==> src/rtl/ping_sampler.sv <==
// Scheduler and post-processor for the ultrasonic ping core: periodic req/done handshake,
// timeout rejection, power-of-two moving average and near flag. PING_SAMPLER_MEDIAN3_EN adds a 3-tap median stage.
module ping_sampler #(
  parameter int unsigned HOLDOFF_CYCLES = 1200000,
  parameter int unsigned AVG_LOG2       = 2,
  parameter int unsigned NEAR_CM        = 30,
  parameter int unsigned HYST_CM        = 5
) (
  input  logic        clk,
  input  logic        resetn,
  input  logic        enable,
  input  logic        err_clr,
  output logic        ping_req,
  input  logic        ping_done,
  input  logic [7:0]  ping_distance,
  output logic        busy,
  output logic [7:0]  raw_dist,
  output logic        raw_valid,
  output logic        raw_err,
  output logic [7:0]  avg_dist,
  output logic        avg_valid,
  output logic        near,
  output logic [15:0] err_cnt
);
  localparam int unsigned WIN = 1 << AVG_LOG2;
  localparam int unsigned SW  = 8 + AVG_LOG2;
  localparam int unsigned PW  = (AVG_LOG2 > 0) ? AVG_LOG2 : 1;
  localparam int unsigned CW  = $clog2(HOLDOFF_CYCLES + 1);

  typedef enum logic [1:0] {S_IDLE, S_REQ, S_HOLD} state_t;

  state_t          r_state, w_state_nxt;
  logic [CW-1:0]   r_cnt;
  logic            w_cap, w_to, w_win_clr;

  always_ff @(posedge clk) begin
    if (!resetn) r_state <= S_IDLE;
    else         r_state <= w_state_nxt;
  end

  always_comb begin
    w_state_nxt = r_state;
    case (r_state)
      S_IDLE:  if (enable) w_state_nxt = S_REQ;
      S_REQ:   if (!enable) w_state_nxt = S_IDLE;
               else if (ping_done) w_state_nxt = S_HOLD;
      S_HOLD:  if (!enable) w_state_nxt = S_IDLE;
               else if (r_cnt == CW'(HOLDOFF_CYCLES - 1)) w_state_nxt = S_REQ;
      default: w_state_nxt = S_IDLE;
    endcase
  end

  always_comb begin
    ping_req = (r_state == S_REQ);
    busy     = (r_state != S_IDLE);
  end

  // Counter idles at zero outside HOLD, so it is already cleared on entry.
  always_ff @(posedge clk) begin
    if (!resetn || r_state != S_HOLD) r_cnt <= '0;
    else                              r_cnt <= r_cnt + CW'(1);
  end

  assign w_cap     = (r_state == S_REQ) && enable && ping_done;
  assign w_to      = (ping_distance == 8'hFF);
  assign w_win_clr = (r_state != S_IDLE) && !enable;

  always_ff @(posedge clk) begin
    if (!resetn) begin
      raw_dist  <= '0;
      raw_valid <= 1'b0;
      raw_err   <= 1'b0;
      err_cnt   <= '0;
    end else begin
      raw_valid <= w_cap;
      if (w_cap) begin
        raw_dist <= ping_distance;
        raw_err  <= w_to;
      end
      if (err_clr)                                   err_cnt <= '0;
      else if (w_cap && w_to && err_cnt != 16'hFFFF) err_cnt <= err_cnt + 16'd1;
    end
  end

  logic [7:0] w_smp;
  logic       w_smp_vld;

`ifdef PING_SAMPLER_MEDIAN3_EN
  logic [7:0] r_h0, r_h1, r_med;
  logic       r_med_vld, r_med_empty, w_raw_ok;

  function automatic logic [7:0] med3(input logic [7:0] a, input logic [7:0] b, input logic [7:0] c);
    logic [7:0] lo, hi;
    lo = (a < b) ? a : b;
    hi = (a < b) ? b : a;
    return (c < lo) ? lo : ((c > hi) ? hi : c);
  endfunction

  assign w_raw_ok = raw_valid && !raw_err;

  always_ff @(posedge clk) begin
    if (!resetn) begin
      r_h0        <= '0;
      r_h1        <= '0;
      r_med       <= '0;
      r_med_vld   <= 1'b0;
      r_med_empty <= 1'b1;
    end else begin
      r_med_vld <= w_raw_ok;
      if (w_raw_ok) begin
        if (r_med_empty) begin
          r_h0  <= raw_dist;
          r_h1  <= raw_dist;
          r_med <= raw_dist;
        end else begin
          r_h1  <= r_h0;
          r_h0  <= raw_dist;
          r_med <= med3(r_h1, r_h0, raw_dist);
        end
      end
      if (w_win_clr)     r_med_empty <= 1'b1;
      else if (w_raw_ok) r_med_empty <= 1'b0;
    end
  end

  assign w_smp     = r_med;
  assign w_smp_vld = r_med_vld;
`else
  assign w_smp     = raw_dist;
  assign w_smp_vld = raw_valid && !raw_err;
`endif

  logic [WIN-1:0][7:0] r_buf;
  logic [SW-1:0]       r_sum, w_sum_nxt;
  logic [PW-1:0]       r_ptr;
  logic                r_empty;
  logic [7:0]          w_avg_nxt;

  always_comb begin
    if (r_empty) w_sum_nxt = SW'(w_smp) << AVG_LOG2;
    else         w_sum_nxt = r_sum - SW'(r_buf[r_ptr]) + SW'(w_smp);
    w_avg_nxt = w_sum_nxt[SW-1:AVG_LOG2];
  end

  always_ff @(posedge clk) begin
    if (!resetn) begin
      r_buf     <= '0;
      r_sum     <= '0;
      r_ptr     <= '0;
      r_empty   <= 1'b1;
      avg_dist  <= '0;
      avg_valid <= 1'b0;
      near      <= 1'b0;
    end else begin
      avg_valid <= w_smp_vld;
      if (w_smp_vld) begin
        // An empty window is pre-filled so the first average equals the first sample.
        if (r_empty) r_buf <= {WIN{w_smp}};
        else begin
          r_buf[r_ptr] <= w_smp;
          r_ptr        <= (r_ptr == PW'(WIN - 1)) ? '0 : r_ptr + PW'(1);
        end
        r_sum    <= w_sum_nxt;
        avg_dist <= w_avg_nxt;
        if (w_avg_nxt < 8'(NEAR_CM))                 near <= 1'b1;
        else if (w_avg_nxt >= 8'(NEAR_CM + HYST_CM)) near <= 1'b0;
      end
      if (w_win_clr)      r_empty <= 1'b1;
      else if (w_smp_vld) r_empty <= 1'b0;
    end
  end
endmodule

==> config.mk <==
export PLATFORM = sky130hd
export DESIGN_NAME = ping_sampler
export DESIGN_NICKNAME = d
export VERILOG_FILES = /design/src/rtl/ping_sampler.sv
export SDC_FILE = /design/constraint.sdc
export NUM_CORES = 1
export LEC_CHECK = 0
export BUFFER_PORTS_ARGS = -buffer_cell sky130_fd_sc_hd__buf_2
export CAP_MARGIN = 30
export CORE_ASPECT_RATIO = 1.2
export CORE_UTILIZATION = 40
export DETAILED_ROUTE_END_ITERATION = 7
export PLACE_DENSITY_LB_ADDON = 0.1
export SLEW_MARGIN = 25
export SYNTH_ARGS = -nofsm -noshare
export SYNTH_HDL_FRONTEND = slang
export SYNTH_SLANG_ARGS = --single-unit
==> constraint.sdc <==
create_clock -name clk -period 4.1 [get_ports clk]
set_input_delay 0.41 -clock clk [delete_from_list [all_inputs] [get_ports clk]]
set_output_delay 0.41 -clock clk [all_outputs]
set_load 0.01 [all_outputs]
==> flow_summary_export.csv <==
group,metric,value,unit
drt,antenna_left,0,
power,p_int,0.001507,W
status,status,"complete, no violations",
sta,min_period_over_period,89.45,%
synthesis,ys.flop_type,"dfxtp_1",
power,p_comb_share,7.4,%
synthesis,avgSynthCellArea,8.435,um2
synthesis,synth_nets,637,
synthesis,syn_area,5061,um2
power,power_density,341.0,nW/um2
power,switchingPower,0.0004469,W
synthesis,synth_cell_type_count,57,
global_routing,grt_usage,19.21,%
synthesis,ys_seq_area_share,37.97,%
power,switching_share,22.88,%
clock_network,ctsHtreeMaxLevel,3,
placement,place_inst,788,
floorplan,initial_core_util,41.41,%
cells_and_area,final_area,5728,um2
floorplan,die_area,13110,um2
synthesis,synth_edf_count,0,
sta,worst_slew_pin_slew,0.8514,ns
clock_network,clk_pin_slew,0.07,ns
critical_path,cp_max_fo,7,
synthesis,async_flop_share,0,%
drt,avgRoutedWirePerCell,14.90,um
floorplan,io_pins,51,
placement,gp_congestion,0.8154,
sta,setup_viol,0,
drt,vias,4093,
synthesis,synth_top_area_cell,"dfxtp_1",
cells_and_area,drive_above_1_share,14.77,%
critical_path,cp-end-kind,"flop",
sta,hold_viol_final,0,
drt,drt_iter0_drc,148,
critical_path,start_kind,"flop",
synthesis,synth_cells,600,
global_routing,grt_pass1_vias,3919,
sta,fmax,272.7,MHz
critical_path,critical_path_class,"reg2reg",
sta,rsz0062_at_grt,"no",
synthesis,synth.ff_latch_count,96,
clock_network,cts-root-buf,"clkbuf_16",
floorplan,die_width,104.7,um
cells_and_area,diodes,0,
cells_and_area,area_growth,13.18,%
clock_network,clock_latency,0.34,ns
run,cap_violations,0,
clock_network,cts_resized,0,
placement,portBuffers,50,
power,vdd_drop_max,0.1836,mV
power,clock_power_share,44.3,%
power,leakagePower,2.174,nW
synthesis,synth_top_area_share,37.97,%
sta,finalMaxSlewViolations,0,
synthesis,yosysWarnings,0,
drt,vias_per_cell,5.091,
synthesis,ys_top_cells_by_area,"dfxtp_1 (38%), nand2_1 (8.0%), a21boi_0 (6.2%), nor2_1 (4.1%), ha_1 (4.0%)",
floorplan,core-area,12220,um2
cells_and_area,stdcell_count,804,
global_routing,antenna_found_initial,0,
critical_path,cp.required,4.32,ns
placement,place_area,5420,um2
global_routing,grt_pass1_wl,20060,um
drt,drc_errors,0,
drt,dr.pass1.iters,4,
clock_network,clkSinkCount,96,
cells_and_area,final_nets,675,
power,pwr-share-seq,48.3,%
clock_network,numCtsBuffers,9,
drt,finalWirelength,11980,um
sta,fin_worst_skew,0.009703,ns
worst_hold_path,hold_path_class,"in2reg",
floorplan,row_count,44,
clock_network,clock_path_buffers,2,
sta,layout_min_cycle_time,3.668,ns
power,fin_total_pwr,0.001953,W
placement,dp_hpwl,8692,um
clock_network,cts_tree,"built",
synthesis,synth_common_cells,"nand2_1 (108), dfxtp_1 (96), nor2_1 (55)",
global_routing,overflow,0,
global_routing,grt_start_max_net_pins,63,
synthesis,yosysMostFrequentCell,"nand2_1",
clock_network,holdBufCountCts,0,
floorplan,dieHeight,125.2,um
clock_network,post_cts_buffers,0,
cells_and_area,utilization,46.87,%
sta,relSlewSlack,43.24,%
sta,fin_tns_setup,0,ns
critical_path,crit_arrival,3.88,ns
-- registers in the layout, summed over array words and instances (netlist names) --
signal	flops
avg_valid	1
raw_err	1
err_cnt	16
r_sum	2
r_cnt	21
r_ptr	2
raw_valid	1
r_buf	32
r_empty	1
avg_dist	8
r_state	2
near	1
raw_dist	8
-- power groups by stage --
stage | Clock [W] | Combinational (W) | Sequential (W)
after CTS | 0.000896 | 0.000145 | 0.000943
final | 0.000865 | 0.000145 | 0.000943
after floorplan | 0 | 0.000108 | 0.000964
after global routing | 0.000926 | 0.000160 | 0.000944
after global placement | 0 | 0.000144 | 0.000965
after detailed placement | 0 | 0.000144 | 0.000965
-- worst max-delay path, cell delays in order, from the launching register on --
cell      delay, ns
dfxtp_1        0.60
mux4_2         0.58
fa_1           0.49
fa_1           0.47
nand2b_1       0.19
a211oi_2       0.28
nor3_1         0.10
or2_2          0.28
o22a_1         0.21
o311ai_1       0.23
a21oi_1        0.10
-- placed cells by master (no fill, tap or decap), types with 16 or more instances in the layout --
master	n
inv_1	42
a21oi_1	20
a21boi_0	42
nor2_1	55
o21ai_0	21
nand3_1	17
buf_2	50
ha_1	16
dfxtp_1	96
xor2_1	21
nand2_1	108
-- path summary, 6_finish.rpt --
kind / from / end / slack (ns) / depth (start not counted)
worst max register to register: r_ptr[0] / near / 0.43 / 10
worst max-delay path: r_ptr[0] / near / 0.43 / 10
worst min-delay path: ping_distance[2] / raw_dist[2] / 0.34 / 3
worst min register to register: r_cnt[0] / r_cnt[0] / 0.45 / 1
-- cell families after synthesis --
group / Yosys count / synth area share (%)
muxes: 11 / 4.153
xor gates and xnor gates: 34 / 5.884
AOI/OAI and AO/OA: 117 / 15.92
buffers and inverters: 72 / 5.982
adders and majority gates: 24 / 7.120
DFF: 96 / 37.97
and+or+nand+nor: 246 / 22.97
-- through the flow --
stage | setup WS (ns) | hold slack (ns)
after floorplan | 0.3973 | 0.4129
after global placement | 0.5101 | 0.4209
after detailed placement | 0.4151 | 0.4368
after CTS | 0.4123 | 0.3259
after global routing | 0.1939 | 0.3323
final | 0.4325 | 0.3409
-- layout make-up --
class,instances,area [um2]
clock inverter,4,51.30
timing repair buffer,57,302.8
sequential,96,1922
fill,1251,6494
multi-input combinational,432,2836
inverter,42,157.7
tap,161,201.4
clock buffer,12,256.5
-- metal layers --
metal | vias to the layer above | GRT usage [%] | routed length (um)
li1 | 2091 | - | -
met1 | 1917 | 23.83 | 5473
met3 | 10 | 4.327 | 528
met4 | 0 | 5.551 | 124
met2 | 75 | 33.23 | 5857
met5 | - | 0 | 0
Power figures use the tool's default switching activity.
